File: config.mk
export PLATFORM = sky130hd
export DESIGN_NAME = pwm_multi_channel
export DESIGN_NICKNAME = d
export VERILOG_FILES = /design/src/rtl/pwm_pkg.sv /design/src/rtl/pwm_timebase.sv /design/src/rtl/pwm_multi_channel.sv
export SDC_FILE = /design/constraint.sdc
export NUM_CORES = 1
export LEC_CHECK = 0
export BUFFER_PORTS_ARGS = -buffer_cell sky130_fd_sc_hd__clkbuf_2
export CORE_MARGIN = 2
export CORE_UTILIZATION = 40
export DETAILED_ROUTE_END_ITERATION = 12
export SLEW_MARGIN = 30
export SYNTH_ARGS = -nofsm -noshare
export SYNTH_HDL_FRONTEND = slang
export SYNTH_SLANG_ARGS = --single-unit
File: constraint.sdc
create_clock -name clk -period 4.81 [get_ports clk]
set_clock_uncertainty 0.2 [all_clocks]
set_input_delay 0.481 -clock clk [delete_from_list [all_inputs] [get_ports clk]]
set_output_delay 0.481 -clock clk [all_outputs]
set_load 0.02 [all_outputs]
File: src/rtl/pwm_pkg.sv
// Shared definitions for the multi-channel PWM block: mode encodings, counter
// direction and a helper that slices one channel's duty out of the packed bus.
package pwm_pkg;

  localparam logic MODE_EDGE   = 1'b0;
  localparam logic MODE_CENTER = 1'b1;

  typedef enum logic {
    DIR_UP   = 1'b0,
    DIR_DOWN = 1'b1
  } dir_e;

  // Upper bounds for the generic duty extractor; callers cast in and out.
  localparam int DUTY_MAX_W   = 32;
  localparam int DUTY_BUS_MAX = 512;

  function automatic logic [DUTY_MAX_W-1:0] chan_duty(
    input logic [DUTY_BUS_MAX-1:0] bus,
    input int unsigned             ch,
    input int unsigned             w
  );
    logic [DUTY_BUS_MAX-1:0] ones;
    logic [DUTY_BUS_MAX-1:0] sel;
    ones = '1;
    sel  = (bus >> (ch * w)) & ~(ones << w);
    return sel[DUTY_MAX_W-1:0];
  endfunction

endpackage

File: src/rtl/pwm_timebase.sv
// Shared PWM counter: edge (sawtooth) or centre (triangle) sequencing, with
// period-boundary detection. en=0 parks the counter at 0 counting up.
module pwm_timebase
  import pwm_pkg::*;
#(
  parameter int WIDTH = 8
) (
  input  logic             clk,
  input  logic             rst,
  input  logic             en,
  input  logic             mode,
  input  logic [WIDTH-1:0] top,
  output logic [WIDTH-1:0] cnt,
  output logic             boundary,
  output logic             cnt_zero
);

  dir_e             dir;
  dir_e             dir_next;
  logic [WIDTH-1:0] cnt_next;

  always_ff @(posedge clk) begin
    if (rst) begin
      cnt <= '0;
      dir <= DIR_UP;
    end else begin
      cnt <= cnt_next;
      dir <= dir_next;
    end
  end

  always_comb begin
    cnt_next = cnt;
    dir_next = dir;
    if (!en) begin
      cnt_next = '0;
      dir_next = DIR_UP;
    end else if (mode == MODE_EDGE) begin
      dir_next = DIR_UP;
      cnt_next = (cnt >= top) ? '0 : cnt + WIDTH'(1);
    end else if (dir == DIR_UP) begin
      if (cnt >= top) begin
        // top of 0 or 1 has no descending leg; fall straight back to 0
        if (top <= WIDTH'(1)) begin
          cnt_next = '0;
          dir_next = DIR_UP;
        end else begin
          cnt_next = cnt - WIDTH'(1);
          dir_next = DIR_DOWN;
        end
      end else begin
        cnt_next = cnt + WIDTH'(1);
      end
    end else begin
      if (cnt <= WIDTH'(1)) begin
        cnt_next = '0;
        dir_next = DIR_UP;
      end else begin
        cnt_next = cnt - WIDTH'(1);
      end
    end
  end

  assign boundary = en && (cnt_next == '0);
  assign cnt_zero = (cnt == '0);

endmodule

File: src/rtl/pwm_multi_channel.sv
// NUM_CH-output PWM generator on a shared timebase with double-buffered
// mode/top/duty that move from shadow to active only at period boundaries.
module pwm_multi_channel
  import pwm_pkg::*;
#(
  parameter int WIDTH       = 8,
  parameter int NUM_CH      = 3,
  parameter bit ACTIVE_HIGH = 1'b1
) (
  input  logic                    clk,
  input  logic                    rst,
  input  logic                    en,
  input  logic                    mode,
  input  logic [WIDTH-1:0]        top,
  input  logic [NUM_CH*WIDTH-1:0] duty,
  input  logic                    load,
  output logic [NUM_CH-1:0]       pwm_out,
  output logic                    period_start,
  output logic                    update_pending
);

  localparam logic [NUM_CH-1:0] INACTIVE = ACTIVE_HIGH ? '0 : '1;

  logic             mode_s;
  logic             mode_a;
  logic [WIDTH-1:0] top_s;
  logic [WIDTH-1:0] top_a;
  logic [WIDTH-1:0] cnt;
  logic             boundary;
  logic             cnt_zero;
  logic             xfer;
  logic [NUM_CH-1:0] raw;

  pwm_timebase #(.WIDTH(WIDTH)) u_timebase (
    .clk      (clk),
    .rst      (rst),
    .en       (en),
    .mode     (mode_a),
    .top      (top_a),
    .cnt      (cnt),
    .boundary (boundary),
    .cnt_zero (cnt_zero)
  );

  // load is a single-cycle strobe with no back-pressure: whatever is on
  // mode/top/duty in that cycle is captured; a later strobe overwrites it.
  // While disabled the block behaves as if every cycle were a boundary.
  assign xfer = !en || boundary;

  always_ff @(posedge clk) begin
    if (rst) begin
      mode_s         <= MODE_EDGE;
      mode_a         <= MODE_EDGE;
      top_s          <= '0;
      top_a          <= '0;
      update_pending <= 1'b0;
    end else if (xfer) begin
      if (load) begin
        mode_s <= mode;
        top_s  <= top;
        mode_a <= mode;
        top_a  <= top;
      end else begin
        mode_a <= mode_s;
        top_a  <= top_s;
      end
      update_pending <= 1'b0;
    end else if (load) begin
      mode_s         <= mode;
      top_s          <= top;
      update_pending <= 1'b1;
    end
  end

  for (genvar g = 0; g < NUM_CH; g++) begin : g_ch
    logic [WIDTH-1:0] duty_in;
    logic [WIDTH-1:0] duty_s;
    logic [WIDTH-1:0] duty_a;

    assign duty_in = WIDTH'(chan_duty(DUTY_BUS_MAX'(duty), g, WIDTH));

    always_ff @(posedge clk) begin
      if (rst) begin
        duty_s <= '0;
        duty_a <= '0;
      end else if (xfer) begin
        if (load) begin
          duty_s <= duty_in;
          duty_a <= duty_in;
        end else begin
          duty_a <= duty_s;
        end
      end else if (load) begin
        duty_s <= duty_in;
      end
    end

    assign raw[g] = (cnt < duty_a);
  end

  always_ff @(posedge clk) begin
    if (rst) begin
      pwm_out      <= INACTIVE;
      period_start <= 1'b0;
    end else begin
      pwm_out      <= en ? (raw ^ INACTIVE) : INACTIVE;
      period_start <= en && cnt_zero;
    end
  end

endmodule

[After elaboration in Yosys (flattened, before gate mapping)]
Index checks and enable logic that the tools add are counted.
Storage, ports and cells
  bits in registers: 80
  output and inout bits: 5
Operators by class
  mux-type cells: 16
  add/subtract/negate cells: 2
  reduce and logical (&&, ||, !) cells: 9
  order comparisons: 6
  bitwise logic cells: 2
Operators with widths (count)
  8-bit 2-to-1 mux: 11
  8-bit < comparator: 3
  8-bit by 1-bit <= comparator with 1-bit output (second input constant): 2
  8-bit logical NOT: 2
  8-bit by 1-bit adder with 8-bit output (second input constant): 1
  8-bit >= comparator: 1
  8-bit by 1-bit subtractor with 8-bit output (second input constant): 1
  1-bit 2-to-1 mux: 5
  2-bit OR reduction: 2
  3-bit OR reduction: 1
  1-bit logical AND: 2
  1-bit inverter: 2
  1-bit logical NOT: 1
  1-bit logical OR: 1

[Longest topological paths before layout]
Gate-level depths: netlist (run 1).
  depth after elaboration: 10
  depth in mapped cells: 13

[Hierarchy]
A second synthesis (run 1) with hierarchy kept.
Unflattened totals
  cell total of the unflattened synthesis: 383
  area total of the unflattened synthesis: 3952.5 um^2
By module, submodules not included
  pwm_multi_channel: area each 3012.9 um^2, cells an instance 266, times used 1
  pwm_timebase: area each 939.7 um^2, cells an instance 117, times used 1

[Least setup slack after synthesis (run 1)]
OpenSTA, ideal clock, no wires.
  kind: reg2reg
  start: reg u_timebase.cnt[2]
  end: reg g_ch[2].duty_a[2]
  required time: 4.467 ns
  cell stages (with the launch flop): 11
  period minus slack after synthesis: 2.937 ns
  arrival: 2.594 ns
  path slack: 1.873 ns
  cells stage by stage: dfxtp_1 ha_1 or3_1 a21oi_1 o31a_2 nand2_2 o221a_2 o21a_2 a31oi_4 buf_6 o32ai_2
Between the ends
  longest elaborated chain between the ends: 9
Ends and longest elaborated chain
  from (decl): line pwm_timebase.sv:13  | output logic [WIDTH-1:0] cnt,
  from (signal assigned): line pwm_timebase.sv:27  | cnt <= cnt_next;
  8-bit by 1-bit subtractor with 8-bit output: line pwm_timebase.sv:48, pwm_timebase.sv:59
  8-bit 2-to-1 mux: line pwm_timebase.sv:44  | if (top <= WIDTH'(1)) begin
  8-bit 2-to-1 mux: line pwm_timebase.sv:42  | if (cnt >= top) begin
  8-bit 2-to-1 mux: line pwm_timebase.sv:41  | end else if (dir == DIR_UP) begin
  8-bit 2-to-1 mux *: line pwm_timebase.sv:38  | end else if (mode == MODE_EDGE) begin
  8-bit 2-to-1 mux *: line pwm_timebase.sv:35  | if (!en) begin
  8-bit logical NOT *: line pwm_timebase.sv:64  | assign boundary = en && (cnt_next == '0);
  1-bit logical AND *: line pwm_timebase.sv:64
  1-bit logical OR *: line pwm_multi_channel.sv:48  | assign xfer = !en || boundary;
  to (signal assigned): line pwm_multi_channel.sv:89  | duty_a <= duty_in;
  to (signal assigned): line pwm_multi_channel.sv:91  | duty_a <= duty_s;
  to (decl): line pwm_multi_channel.sv:78  | logic [WIDTH-1:0] duty_a;
Mark *: on every way between the ends. The rest lies on a longest branch, timed or not.
A chain may end at the register's enable or synchronous reset.

[Worst setup path after layout (run 1)]
  start: reg u_timebase.cnt[2]
  end: reg g_ch[1].duty_a[5]
Between the ends
  longest elaborated chain between the ends: 9
Ends and longest elaborated chain (line)
  8-bit by 1-bit subtractor with 8-bit output: pwm_timebase.sv:48, pwm_timebase.sv:59
  8-bit 2-to-1 mux: pwm_timebase.sv:44
  8-bit 2-to-1 mux: pwm_timebase.sv:42
  8-bit 2-to-1 mux: pwm_timebase.sv:41
  8-bit 2-to-1 mux *: pwm_timebase.sv:38
  8-bit 2-to-1 mux *: pwm_timebase.sv:35
  8-bit logical NOT *: pwm_timebase.sv:64
  1-bit logical AND *: pwm_timebase.sv:64
  1-bit logical OR *: pwm_multi_channel.sv:48
  to (signal assigned): pwm_multi_channel.sv:89
  to (signal assigned): pwm_multi_channel.sv:91
  to (decl): pwm_multi_channel.sv:78
Marked as above.

==> results.py, run 1 <==
metrics = {
    "floorplan": {
        "dieArea_mm2": 0.0115,
        "initial_core_util": 0.412,
        "die_w_um": 107,
        "die_h_um": 107,
        "ios": 42,
        "fp-row-count": 37,
        "design.core.area_mm2": 0.0104,
    },
    "yosys": {
        "synth_common_cells": "dfxtp_1, nor2_1, ha_1, inv_1, mux2i_1",
        "yosys.area.top_type": "dfxtp_1",
        "yosysSeqAreaShare": 0.375,
        "synth-edff-count": 0,
        "ys_types": 50,
        "synth.area.top_cells": "dfxtp_1, o32ai_2, ha_1",
        "yosys_register_bits": 80,
        "ys.flop_type": "dfxtp_1",
        "synthArstFlopShare": 0,
        "netlist_area_mm2": 0.00427,
        "synthCells": 421,
        "ys.warnings.count": 0,
        "syn_avg_cell_area_um2": 10.1,
        "syn_nets": 491,
        "yosysTopAreaCellShare": 0.375,
        "synth_most_common_cell": "dfxtp_1",
    },
    "power_and_ir_drop": {
        "p_leak_nw": 1.99,
        "ir_drop_mv": 0.218,
        "total_power_mw": 2.09,
        "p_per_area_mw_per_mm2": 439,
    },
    "min_path": {
        "min_path_cells": 3,
        "hp-class": "input port to register",
        "hp-start": "duty[13]",
        "min_to": "g_ch[1].duty_s[5]",
    },
    "clocking": {
        "clockBufferDepth": 2,
        "clk_pin_slew_worst_paths_ns": 0.08,
        "htree_levels": 3,
        "hold_buffers": 0,
        "cts_sinks": 80,
        "post_cts_buffers": 0,
        "cts_buffers": 9,
        "root_buffer": "clkbuf_8",
        "clock_latency_ns": 0.35,
        "cts_tree": "done",
        "cts_resized": 0,
    },
    "detailed_routing": {
        "ant_nets": 0,
        "via_count": 3091,
        "drt-wirelength-per-cell_um": 15.0,
        "drc": 0,
        "drt-total-wl_um": 8860,
        "dr.pass1.iters": 4,
        "drtIter0Drc": 93,
        "via_per_inst": 5.25,
    },
    "placed_design": {
        "place.gp.congestion": 0.868,
        "io_buffers": 41,
        "dp_hpwl_um": 6150,
    },
    "setup_path": {
        "critPathRequiredTime_ns": 4.80,
        "crit_path_start_kind": "register",
        "critical_path_class": "register to register",
        "path_max_fanout": 34,
        "reg2reg_to": "g_ch[1].duty_a[5]",
        "worstReg2RegStart": "u_timebase.cnt[2]",
        "rrSetupSlack_ns": 1.00,
        "cp-end-kind": "register",
        "arrival_ns": 3.79,
        "r2r_cells": 9,
    },
    "outcome": {
        "status": "finished clean",
    },
    "timing": {
        "period_minus_slack_ns": 3.81,
        "setup_tns_ns": 0,
        "period_share": 0.791,
        "finalSetupViolCount": 0,
        "timing_max_transition_violations_final": 0,
        "slew_headroom": 0.362,
        "finalHoldViolations": 0,
        "rsz0062_at_grt": "false",
        "worstMarginPinSlew_ns": 0.956,
        "clock.fmax_ghz": 0.263,
    },
    "grt": {
        "grt.overflow.total": 0,
        "grt_use_total": 0.167,
        "grt_antenna_before_repair": 0,
        "grt_pass1_wl_um": 15400,
        "first_global_vias": 3183,
        "grt_max_degree": 65,
    },
    "layout": {
        "syn2layout_area_growth_pct": 11.1,
        "nNetsFinal": 518,
        "final_layout_size_suffix_gt1_frac": 0.234,
        "diodes": 0,
        "fin_util": 0.458,
    },
    "flow_run": {
        "cap_violations": 0,
    },
}
## cell usage in the layout (no fill, tap or decap), types with 3 or more instances in the layout
cell / count
o32ai_2: 30
or3_1: 30
a211oi_1: 4
dfxtp_1: 80
nand2_1: 8
buf_4: 5
clkbuf_2: 39
nand2b_1: 5
a21oi_1: 6
xor2_1: 4
nand3_1: 5
ha_1: 33
o32ai_1: 3
nor2_1: 50
nand3b_1: 6
nor3_1: 6
a21o_1: 19
mux2i_1: 33
clkbuf_8: 12
inv_1: 33
## per-layer routing
metal / global-route usage / share of wire / vias to the layer above
met3: 0.0327 / 0.034 / 15
li1: - / - / 1564
met1: 0.219 / 0.49 / 1455
met5: 0 / 0 / -
met4: 0.0577 / 0.018 / 0
met2: 0.274 / 0.46 / 57
## cells by family (layout without fill, tap and decap cells)
group           Yosys count  after routing  synth area share
flops                    80             80             0.375
simple gates            122            122             0.147
fa+ha+maj                33             33            0.0966
buf+inv                  62             94            0.0688
mux                      33             33            0.0773
compound gates           85             85             0.223
xor+xnor                  6              6            0.0123
## how the worst max path moves through the flow
| stage | depth (start not counted) | startpoint | endpoint | slack (ns) |
|---|---|---|---|---|
| 2_1_floorplan | 10 | u_timebase.cnt[2] | g_ch[2].duty_a[2] | 1.87 |
| 3_3_place_gp | 9 | u_timebase.cnt[2] | g_ch[1].duty_a[6] | 1.10 |
| 3_5_place_dp | 9 | u_timebase.cnt[2] | g_ch[1].duty_a[5] | 1.01 |
| 4_1_cts | 9 | u_timebase.cnt[2] | g_ch[1].duty_a[5] | 0.98 |
| 5_1_grt | 9 | u_timebase.cnt[2] | top_a[5] | 0.77 |
| 6_report | 9 | u_timebase.cnt[2] | g_ch[1].duty_a[5] | 1.00 |
## through the flow
stage,cell area [µm²],std cells,hold WS (ns),setup slack [ns]
after detailed placement,4510,573,0.287,1.01
after CTS,4750,589,0.183,0.977
after global placement,4510,573,0.285,1.10
after global routing,4750,589,0.197,0.771
after floorplan,4270,421,0.255,1.87
final,4750,589,0.200,1.00
## flip-flops by register name, indices dropped and copies added, names as in the netlist
signal          count
u_timebase.cnt      8
top_s               8
mode_a              1
period_start        1
g_ch.duty_a        24
mode_s              1
u_timebase.dir      1
g_ch.duty_s        24
update_pending      1
pwm_out             3
top_a               8
## power breakdown
part	internal [mW]	switching [mW]	total, mW
combinational	0.309	0.430	0.739
sequential	0.736	0.0360	0.772
clock	0.336	0.238	0.574
total	1.38	0.705	2.09
## worst max-delay path, stage by stage (launching register included)
cell      delay [ns]
dfxtp_1         0.62
ha_1            0.32
or3_1           0.34
a21oi_1         0.23
o311ai_2        0.18
nand2_2         0.21
o221ai_2        0.15
a211oi_4        0.33
and3_2          0.88
o32ai_1         0.17
## area by class of cell
type | instances | area (µm²)
multi-input combinational | 279 | 2380
fill | 1020 | 5620
sequential | 80 | 1600
clock inverter | 2 | 60.1
timing repair buffer | 45 | 240
tap | 136 | 170
inverter | 33 | 124
clock buffer | 14 | 173
(Power assumes the default switching activity.)
==> inputs of run 2 (changes only) <==
==> constraint.sdc (replaced) <==
create_clock -name clk -period 3.2 [get_ports clk]
set_clock_uncertainty 0.2 [all_clocks]
set_input_delay 0.32 -clock clk [delete_from_list [all_inputs] [get_ports clk]]
set_output_delay 0.32 -clock clk [all_outputs]
set_load 0.02 [all_outputs]
==> results.py, run 2 (synthesis results as in run 1) <==
metrics = {
    "timing": {
        "timing_max_transition_violations_final": 0,
        "worstMarginPinSlew_ns": 0.872,
        "hold_ws_ns": 0.0434,
        "clock.fmax_ghz": 0.322,
        "period_share": 0.970,
        "finalWorstSetupSlack_ns": 0.0946,
        "finalSetupViolCount": 0,
        "period_minus_slack_ns": 3.11,
        "finalHoldViolations": 0,
        "slew_headroom": 0.418,
    },
    "layout": {
        "reg.largest.list": "g_ch.duty_a (24), g_ch.duty_s (24)",
        "syn2layout_area_growth_pct": 17.6,
        "final_layout_size_suffix_gt1_frac": 0.283,
        "layoutNonFillerInstCount": 603,
        "fin_area_mm2": 0.00502,
        "nNetsFinal": 532,
        "diodes": 0,
        "n_fill_cell": 987,
        "layout_common_cells": "dfxtp_1, nor2_1, clkbuf_2",
        "layout_commonest_cell": "dfxtp_1",
    },
    "placed_design": {
        "place.gp.congestion": 0.901,
        "dp_hpwl_um": 6370,
        "pre_cts_slack_ns": 0.189,
        "io_buffers": 41,
        "dp_cells": 583,
        "placed_area_mm2": 0.00462,
    },
    "detailed_routing": {
        "ant_nets": 0,
        "via_count": 3192,
        "drt-total-wl_um": 9590,
        "drc": 0,
        "via_per_inst": 5.29,
        "drtIter0Drc": 208,
        "dr.pass1.iters": 7,
        "drt-wirelength-per-cell_um": 15.9,
    },
    "grt": {
        "grt_pass1_wl_um": 15300,
        "met2_usage": 0.278,
        "met1_usage": 0.216,
        "grt_max_degree": 58,
        "grt.overflow.total": 0,
        "met3_usage": 0.0363,
        "grt_use_total": 0.168,
        "first_global_vias": 3098,
        "top_usage_layer": "met2",
        "grt_antenna_before_repair": 0,
    },
    "power_and_ir_drop": {
        "ir_drop_mv": 0.348,
        "p_leak_nw": 2.12,
        "p_per_area_mw_per_mm2": 679,
        "netSwitchingFraction": 0.343,
        "p_clk_frac": 0.248,
        "internal_power_mw": 2.24,
        "p_sw_mw": 1.17,
        "total_power_mw": 3.41,
        "seqPwrFrac": 0.337,
        "combPwrFrac": 0.414,
    },
    "clocking": {
        "cts_buffers": 9,
        "htree_levels": 3,
        "root_buffer": "clkbuf_8",
        "cts_tree": "done",
        "clock_latency_ns": 0.35,
        "clk_pin_slew_worst_paths_ns": 0.09,
        "clockBufferDepth": 2,
        "cts_sinks": 80,
        "hold_buffers": 0,
    },
    "setup_path": {
        "crit_chain": "inv_1, ha_1, or4_4, a21oi_4, o31a_4, nand2_4, o21ai_0, o21bai_4, a31oi_4, clkbuf_16, o32ai_2",
        "slowest_delay_ns": 0.54,
        "crit_path_start_kind": "register",
        "arrival_ns": 3.12,
        "path_max_fanout": 8,
        "critical_path_class": "register to register",
        "crit_slowest_cell": "or4_4",
        "critPathRequiredTime_ns": 3.21,
        "cp-end-kind": "register",
        "rrSetupSlack_ns": 0.09,
    },
    "min_path": {
        "hp-class": "input port to register",
    },
    "floorplan": {
        "die_w_um": 107,
        "ios": 42,
        "design.core.area_mm2": 0.0104,
        "initial_core_util": 0.412,
        "fp-row-count": 37,
        "dieArea_mm2": 0.0115,
        "die_h_um": 107,
    },
    "flow_run": {
        "cap_violations": 0,
    },
    "outcome": {
        "status": "finished clean",
    },
}
-- run 2: layout make-up --
class / instances / area [µm²] / area share
Clock buffer: 10 / 138 / 0.0274
Clock inverter: 6 / 90.1 / 0.0179
Inverter: 33 / 124 / 0.0247
Multi-Input combinational cell: 279 / 2460 / 0.491
Sequential cell: 80 / 1610 / 0.319
Tap cell: 136 / 170 / 0.0339
Timing Repair Buffer: 59 / 433 / 0.0862
-- run 2: timing repair --
| item | CTS | global route |
|---|---|---|
| gates resized for setup | 0 | 18 |
| setup endpoints to repair | 0 | 32 |
| setup buffers | 0 | 1 |
-- run 2: per-stage QoR --
stage / setup TNS, ns / utilization
2_1_floorplan: 0 / -
3_3_place_gp: 0 / 0.446
3_5_place_dp: 0 / 0.446
4_1_cts: 0 / 0.468
5_1_grt: -0.131 / 0.485
6_report: 0 / 0.485
-- run 2: worst paths after layout --
kind / end / depth (start not counted) / from
max: g_ch[2].duty_a[0] / 11 / top_a[2]
min: g_ch[1].duty_s[2] / 3 / duty[10]
max reg2reg: g_ch[2].duty_a[0] / 11 / top_a[2]
min reg2reg: update_pending / 2 / update_pending
-- run 2: critical path, delay by kind of cell, from the launching register on --
| kind | cells | cell delay (ns) |
|---|---|---|
| flip-flops | 1 | 0.34 |
| adder cells (fa/ha/maj) | 1 | 0.20 |
| AND/OR/NAND/NOR | 2 | 0.62 |
| buffers and inverters | 2 | 0.31 |
| AO/OA/AOI/OAI | 6 | 1.30 |
-- run 2: power by group through the flow --
| stage | Combinational [mW] | Clock [mW] | Sequential (mW) |
|---|---|---|---|
| after CTS | 1.25 | 0.871 | 1.15 |
| after global routing | 1.54 | 0.912 | 1.16 |
| after detailed placement | 1.25 | 0 | 1.17 |
| final | 1.41 | 0.848 | 1.15 |
| after global placement | 1.23 | 0 | 1.17 |
| after floorplan | 0.991 | 0 | 1.18 |
-- run 2: metal layers --
metal	wire length (µm)	share of wire
met1	4500	0.47
met4	93	0.0097
met5	0	0
met2	4570	0.48
met3	426	0.044
